<file path="src/rtl/clock_divider_bank.sv">
// Bank of independent programmable clock dividers sharing a global run/pause
// and a synchronous realignment strobe; divisor changes land only at a wrap.

module clock_divider_ch #(
  parameter int CNT_W   = 27,
  parameter int DEF_DIV = 10_000_000
) (
  input  logic             clk,
  input  logic             reset,
  input  logic             en,
  input  logic             sync_clr,
  input  logic             load,
  input  logic [CNT_W-1:0] val,
  output logic             tick,
  output logic             sq_out,
  output logic             pending
);

  typedef enum logic {HOLD = 1'b0, RUN = 1'b1} mode_e;

  localparam logic [CNT_W-1:0] DEF = CNT_W'(DEF_DIV);

  mode_e            mode;
  logic [CNT_W-1:0] cnt, cnt_nxt, d, d_nxt, s, s_nxt, val_c;
  logic             tick_nxt, sq_nxt, pend_nxt, wrap;

  assign mode  = en ? RUN : HOLD;
  assign val_c = (val < CNT_W'(2)) ? CNT_W'(2) : val;
  assign wrap  = (cnt == d - CNT_W'(1));

  // A load on the wrap edge goes straight into the active divisor, so
  // pending never rises for it.
  always_comb begin
    cnt_nxt  = cnt;
    d_nxt    = d;
    s_nxt    = load ? val_c : s;
    tick_nxt = 1'b0;
    sq_nxt   = sq_out;
    pend_nxt = pending | load;
    if (sync_clr) begin
      cnt_nxt  = '0;
      d_nxt    = s_nxt;
      sq_nxt   = 1'b0;
      pend_nxt = 1'b0;
    end else if (mode == RUN) begin
      if (wrap) begin
        cnt_nxt  = '0;
        tick_nxt = 1'b1;
        d_nxt    = s_nxt;
        pend_nxt = 1'b0;
      end else begin
        cnt_nxt  = cnt + CNT_W'(1);
      end
      sq_nxt = (cnt_nxt < (d_nxt >> 1));
    end
  end

  always_ff @(posedge clk or negedge reset) begin
    if (!reset) begin
      cnt     <= '0;
      d       <= DEF;
      s       <= DEF;
      tick    <= 1'b0;
      sq_out  <= 1'b0;
      pending <= 1'b0;
    end else begin
      cnt     <= cnt_nxt;
      d       <= d_nxt;
      s       <= s_nxt;
      tick    <= tick_nxt;
      sq_out  <= sq_nxt;
      pending <= pend_nxt;
    end
  end

endmodule

module clock_divider_bank #(
  parameter int NUM_CH  = 4,
  parameter int CNT_W   = 27,
  parameter int DEF_DIV = 10_000_000
) (
  input  logic              clk,
  input  logic              reset,
  input  logic              en,
  input  logic              sync_clr,
  input  logic              div_load,
  input  logic [2:0]        div_ch,
  input  logic [CNT_W-1:0]  div_val,
  output logic [NUM_CH-1:0] tick,
  output logic [NUM_CH-1:0] sq_out,
  output logic [NUM_CH-1:0] pending
);

  logic [NUM_CH-1:0] hit;

  // Out-of-range channel indices match no lane and are dropped.
  for (genvar i = 0; i < NUM_CH; i++) begin : g_ch
    assign hit[i] = div_load && (div_ch == 3'(i));

    clock_divider_ch #(
      .CNT_W   (CNT_W),
      .DEF_DIV (DEF_DIV)
    ) u_ch (
      .clk      (clk),
      .reset    (reset),
      .en       (en),
      .sync_clr (sync_clr),
      .load     (hit[i]),
      .val      (div_val),
      .tick     (tick[i]),
      .sq_out   (sq_out[i]),
      .pending  (pending[i])
    );
  end

endmodule

</file>
<file path="config.mk">
export PLATFORM = sky130hd
export DESIGN_NAME = clock_divider_bank
export DESIGN_NICKNAME = d
export VERILOG_FILES = /design/src/rtl/clock_divider_bank.sv
export SDC_FILE = /design/constraint.sdc
export NUM_CORES = 1
export LEC_CHECK = 0
export ABC_AREA = 1
export CAP_MARGIN = 20
export CORE_MARGIN = 4
export CORE_UTILIZATION = 30
export CTS_CLUSTER_SIZE = 16
export DETAILED_ROUTE_END_ITERATION = 6
export GPL_ROUTABILITY_DRIVEN = 0
export HOLD_SLACK_MARGIN = 0.12
export PLACE_DENSITY = 0.42
export SKIP_CTS_REPAIR_TIMING = 1
export SLEW_MARGIN = 20
export SYNTH_ARGS = -nofsm -noshare
export SYNTH_HDL_FRONTEND = slang
export SYNTH_SLANG_ARGS = --single-unit
export TNS_END_PERCENT = 50
</file>
<file path="constraint.sdc">
create_clock -name clk -period 3.2 [get_ports clk]
set_input_delay 0.48 -clock clk [delete_from_list [all_inputs] [get_ports clk]]
set_output_delay 0.48 -clock clk [all_outputs]
set_load 0.02 [all_outputs]
</file>
# --- After elaboration in Yosys (flattened, before gate mapping) ---
# Index checks and enable logic that the tools add are counted.
op_classes:
  addsub: 8
  magnitude_cmp: 5
  n_eq_ne: 7
  n_mux: 78
  bitwise: 4
  n_reduce_logical: 14
ops:
  columns: ["op", "count"]
  rows:
  - ["two-way mux 27 bit", 45]
  - ["adder 27 x 1 -> 27 bit (second input constant)", 4]
  - ["== test 27 bit", 4]
  - ["less-than comparator 27 x 26 -> 1 bit", 4]
  - ["subtractor 27 x 1 -> 27 bit (second input constant)", 4]
  - ["two-way mux 1 bit", 33]
  - ["less-than comparator 27 x 2 -> 1 bit (second input constant)", 1]
  - ["nonzero test 2 bit", 5]
  - ["AND reduction 2 bit", 4]
  - ["== test 3 x 2 -> 1 bit (second input constant)", 2]
  - ["logical AND 1 bit", 4]
  - ["bitwise OR 1 bit", 4]
  - ["== test 3 x 1 -> 1 bit (second input constant)", 1]
  - ["zero test 3 bit", 1]
totals:
  reg_bits: 336
  input_bits: 35
  output_inout_bits: 12
  word_cells: 144

# --- Longest topological paths before layout ---
depth:
  depth_word: 9
  mapped_depth: 28
  ltp_nobuf: 26

# --- Modules after synthesis ---
# Synthesis repeated with hierarchy kept, for this count alone.
hier_totals:
  cells_unflattened: 3768
  hier_area_um2: 26297.7
by_module_without_submodules:
  columns: ["module", "instances", "cells_per_inst", "area_each_um2", "seq_area_each_um2"]
  rows:
  - ["clock_divider_ch", 4, 939, 6562.5, 2122.0]
  - ["clock_divider_bank", 1, 12, 47.5, 0.0]

# --- Least setup slack after synthesis ---
# OpenSTA, ideal clock, no wires.
synth_timing:
  path_type: "register -> register"
  from: "reg g_ch[1].u_ch.d[1]"
  to: "reg g_ch[1].u_ch.sq_out"
  setup_ps: 66
  arrival_time_ps: 3166
  t_required_ps: 3134
  path_slack_ps: -32
  stages_incl_launch_ff: 26
  synth_period_minus_slack_ps: 3232
  cell_sequence: "dfrtp_1 inv_1 ha_1 nand3_4 nor2_4 nand2_4 nor2_8 nand2_2 nor2_4 xor2_2 nand2_1 nor2_4 nand2_4 buf_2 buf_2 nand3_1 inv_1 ha_1 a21oi_1 nor2_1 a211oi_1 o221a_2 nand2_1 nand2_1 nand2_1 nand2_1"
synth_between:
  elab_chain_cells: 8
synth_rtl:
  columns: ["element", "line", "source"]
  rows:
  - ["from (decl)", "24", "logic [CNT_W-1:0] cnt, cnt_nxt, d, d_nxt, s, s_nxt, val_c;"]
  - ["from (signal assigned)", "68", "d <= d_nxt;"]
  - ["subtractor 27 x 1 -> 27 bit", "29", "assign wrap = (cnt == d - CNT_W'(1));"]
  - ["== test 27 bit", "29", null]
  - ["two-way mux 27 bit", "46", "if (wrap) begin"]
  - ["two-way mux 27 bit", "45", "end else if (mode == RUN) begin"]
  - ["two-way mux 27 bit", "40", "if (sync_clr) begin"]
  - ["less-than comparator 27 x 26 -> 1 bit (*)", "54", "sq_nxt = (cnt_nxt < (d_nxt >> 1));"]
  - ["two-way mux 1 bit (*)", "45", null]
  - ["two-way mux 1 bit (*)", "40", null]
  - ["to (signal assigned)", "71", "sq_out <= sq_nxt;"]
  - ["to (decl)", "15", "output logic sq_out,"]
# Mark *: on every way between the ends. The rest lies on a longest branch, timed or not. The select of a mux whose other input is x is not followed.
# A chain may end at the register's enable or synchronous reset.

# --- Worst setup path in the final report ---
layout_timing:
  from: "reg g_ch[0].u_ch.d[3]"
  to: "reg g_ch[0].u_ch.sq_out"
layout_between:
  elab_chain_cells: 8
layout_rtl:
  columns: ["element", "line"]
  rows:
  - ["from (decl)", "24"]
  - ["from (signal assigned)", "68"]
  - ["subtractor 27 x 1 -> 27 bit", "29"]
  - ["== test 27 bit", "29"]
  - ["two-way mux 27 bit", "46"]
  - ["two-way mux 27 bit", "45"]
  - ["two-way mux 27 bit", "40"]
  - ["less-than comparator 27 x 26 -> 1 bit (*)", "54"]
  - ["two-way mux 1 bit (*)", "45"]
  - ["two-way mux 1 bit (*)", "40"]
  - ["to (signal assigned)", "71"]
  - ["to (decl)", "15"]
# Marked as above.

==> flow_metrics.env <==
export IMPL_synth_most_common_cell="nand2_1"
export IMPL_grt_pass1_wl_um=143000
export IMPL_hold_class="in2reg"
export IMPL_utilization=0.432
export IMPL_overflow=0
export IMPL_synthesis_area_um2=24800
export IMPL_vias_per_cell=4.72
export IMPL_synthToLayoutAreaGrowth_pct=42.9
export IMPL_power_leakage_nw=17.3
export IMPL_total_power_mw=16.0
export IMPL_min_period_over_period=1.11
export IMPL_synth_flop_cell="dfrtp_1"
export IMPL_violations="setup timing"
export IMPL_cts_tree="built"
export IMPL_slew_viol_final=0
export IMPL_nFillCells=8550
export IMPL_cts_htree_levels=2
export IMPL_io_buffers=46
export IMPL_wl_um=95700
export IMPL_power_density_nw_per_um2=453
export IMPL_wire_per_inst_um=18.1
export IMPL_synth_area_leaders="dfrtp_1 (27%), nand2_1 (13%), inv_1 (7.5%), dfstp_2 (6.8%), xor2_1 (5.6%)"
export IMPL_yosysTopAreaCell="dfrtp_1"
export IMPL_clock_skew_ns=0.0186
export IMPL_whs_path_depth=2
export IMPL_post_route_drc_count=0
export IMPL_io_pin_count=47
export IMPL_instances_no_fill=5300
export IMPL_yosysWarningCount=0
export IMPL_synth_area_per_cell_um2=7.15
export IMPL_ys_seq_area_frac=0.343
export IMPL_ys_ff_latch=336
export IMPL_path_clk_slew_ns=0.06
export IMPL_setup_viol=4
export IMPL_cts_buffer_depth=3
export IMPL_design_area_um2=35400
export IMPL_drt_iter0_drc=1662
export IMPL_die_y_um=295
export IMPL_synth_cell_type_count=55
export IMPL_endpoint_kind="flip-flop"
export IMPL_clk_latency_ns=0.59
export IMPL_rsz0062_at_grt="yes"
export IMPL_hold_ws_ns=0.424
export IMPL_tns_ns=-1.02
export IMPL_first_pass_iters=5
export IMPL_synth_xor_area_frac=0.0727
export IMPL_fin_ws_ns=-0.344
export IMPL_fin_nets=4339
export IMPL_async_flop_share=1.00
export IMPL_rows=105
export IMPL_max_freq_mhz=282
export IMPL_diodes=0
export IMPL_worstPathMaxFanout=6
export IMPL_vdd_ir_drop_max_mv=0.353
export IMPL_synth_simple_gate_area_frac=0.273
export IMPL_r2r_cells=25
export IMPL_place_ws_ns=-0.609
export IMPL_antenna_found_initial=1
export IMPL_synth_top_family_by_area="simple AND/OR/NAND/NOR gates"
export IMPL_maxCapViolCount=0
export IMPL_seq_area_um2=8500
export IMPL_core_um2=82000
export IMPL_dp_cells=5152
export IMPL_cts_inserted_buffers=45
export IMPL_grt_start_max_net_pins=65
export IMPL_multiInputGateArea_um2=15200
export IMPL_first_global_vias=23700
export IMPL_dieArea_um2=87200
export IMPL_clock_sink_count=336
export IMPL_synth_mux_area_frac=0.00121
export IMPL_tightest_slew_ns=0.706
export IMPL_finalHoldViolations=0
export IMPL_final_layout_size_suffix_gt1_frac=0.323
export IMPL_synth_enable_flop_cells=0
export IMPL_critPathKind="reg2reg"
export IMPL_synth_top_area_share=0.275
export IMPL_clockRootBuffer="clkbuf_16"
export IMPL_synth_top_cells_by_count="nand2_1 (827), inv_1 (496), nor2_1 (318)"
export IMPL_grt_total_usage=0.212
export IMPL_dr_total_vias=25000
export IMPL_status="complete, but fails checks"
export IMPL_synth_fa_ha_area_frac=0.0546
export IMPL_syn_inst=3463
export IMPL_reg2reg_setup_slack_ns=-0.34
export IMPL_hpwl_um=72100
export IMPL_dpl_cell_area_um2=31500
export IMPL_relSlewSlack=0.529
export IMPL_worstPathArrival_ns=4.07
export IMPL_drtAntennaViolNets=0
export IMPL_required_ns=3.72
export IMPL_fin_crit_ns=3.54
export IMPL_start_util=0.302
export IMPL_synth_compound_area_share=0.153
export IMPL_die_w_um=295
export IMPL_synth_nets=3606
export IMPL_cp_start_kind="flip-flop"
==> kinds of logic after synthesis <==
kind of cell             Yosys count
AND/OR/NAND/NOR                 1540
buffers and inverters            648
AO/OA/AOI/OAI                    625
flip-flops                       336
XOR/XNOR                         203
adder cells (fa/ha/maj)          108
multiplexers                       3
==> sequential cells by signal (all words and copies together), names as in the netlist <==
name,cells
g_ch.u_ch.cnt,108
g_ch.u_ch.d,108
g_ch.u_ch.pending,4
g_ch.u_ch.s,108
g_ch.u_ch.sq_out,4
g_ch.u_ch.tick,4
==> final timing paths <==
check / endpoint / from
min in group asynchronous: g_ch[3].u_ch.cnt[20] / reset
setup reg to reg: g_ch[0].u_ch.sq_out / g_ch[0].u_ch.d[3]
hold reg to reg: g_ch[1].u_ch.s[0] / g_ch[1].u_ch.s[0]
setup / recovery: g_ch[0].u_ch.sq_out / g_ch[0].u_ch.d[3]
max in group asynchronous: g_ch[1].u_ch.d[4] / reset
hold / removal: g_ch[3].u_ch.tick / sync_clr
==> report_power, final <==
| part | leakage, nW | internal [mW] | switching (mW) | total [mW] |
|---|---|---|---|---|
| Combinational | 12.4 | 2.43 | 3.00 | 5.43 |
| Sequential | 4.14 | 4.90 | 0.438 | 5.34 |
| Clock | 0.730 | 3.15 | 2.10 | 5.26 |
| Total | 17.3 | 10.5 | 5.54 | 16.0 |
==> cell type report <==
class	count	area share
tap	1070	0.0378
sequential	336	0.240
timing repair buffer	812	0.194
clock inverter	17	0.00629
clock buffer	64	0.0358
multi-input combinational	2481	0.430
inverter	520	0.0558
==> critical path, cell delays in order (launching register included) <==
cell and delay (ns):
dfrtp_2 0.45, buf_6 0.14, nor2_4 0.11, nand2_4 0.09, nor2_4 0.16, buf_6 0.11
nand2_2 0.04, nand3_2 0.06, nand2_1 0.06, nor2_1 0.10, nand3_1 0.13, nor3_4 0.29
nand3_4 0.21, buf_12 0.20, buf_4 0.13, nand2_2 0.05, o21ai_2 0.07, ha_4 0.28
a21oi_4 0.11, nor2_2 0.05, a211oi_2 0.17, o221a_2 0.23, nand2_2 0.06, nand2_1 0.06
nand2_1 0.07, nand2_1 0.06
==> layout by cell type, fill, tap and decap left out, types with 67 or more instances in the layout <==
master	instances
buf_4	699
dfrtp_1	263
ha_1	83
inv_1	471
nand2_1	766
nand3_1	121
nor2_1	250
nor2_2	71
o21ai_0	222
o21ai_1	70
o21ai_2	68
o22ai_1	67
xor2_1	147
==> routing by layer <==
metal  wire (µm)  vias to the layer above  share of wire  track usage
li1            -                    12800              -            -
met1       48300                    11700           0.50        0.324
met2       41000                      452           0.43        0.319
met3        4530                       96          0.047       0.0284
met4        1870                        0          0.020       0.0429
met5           0                        -              0            0
No activity file was read; power rests on OpenSTA's default activity.
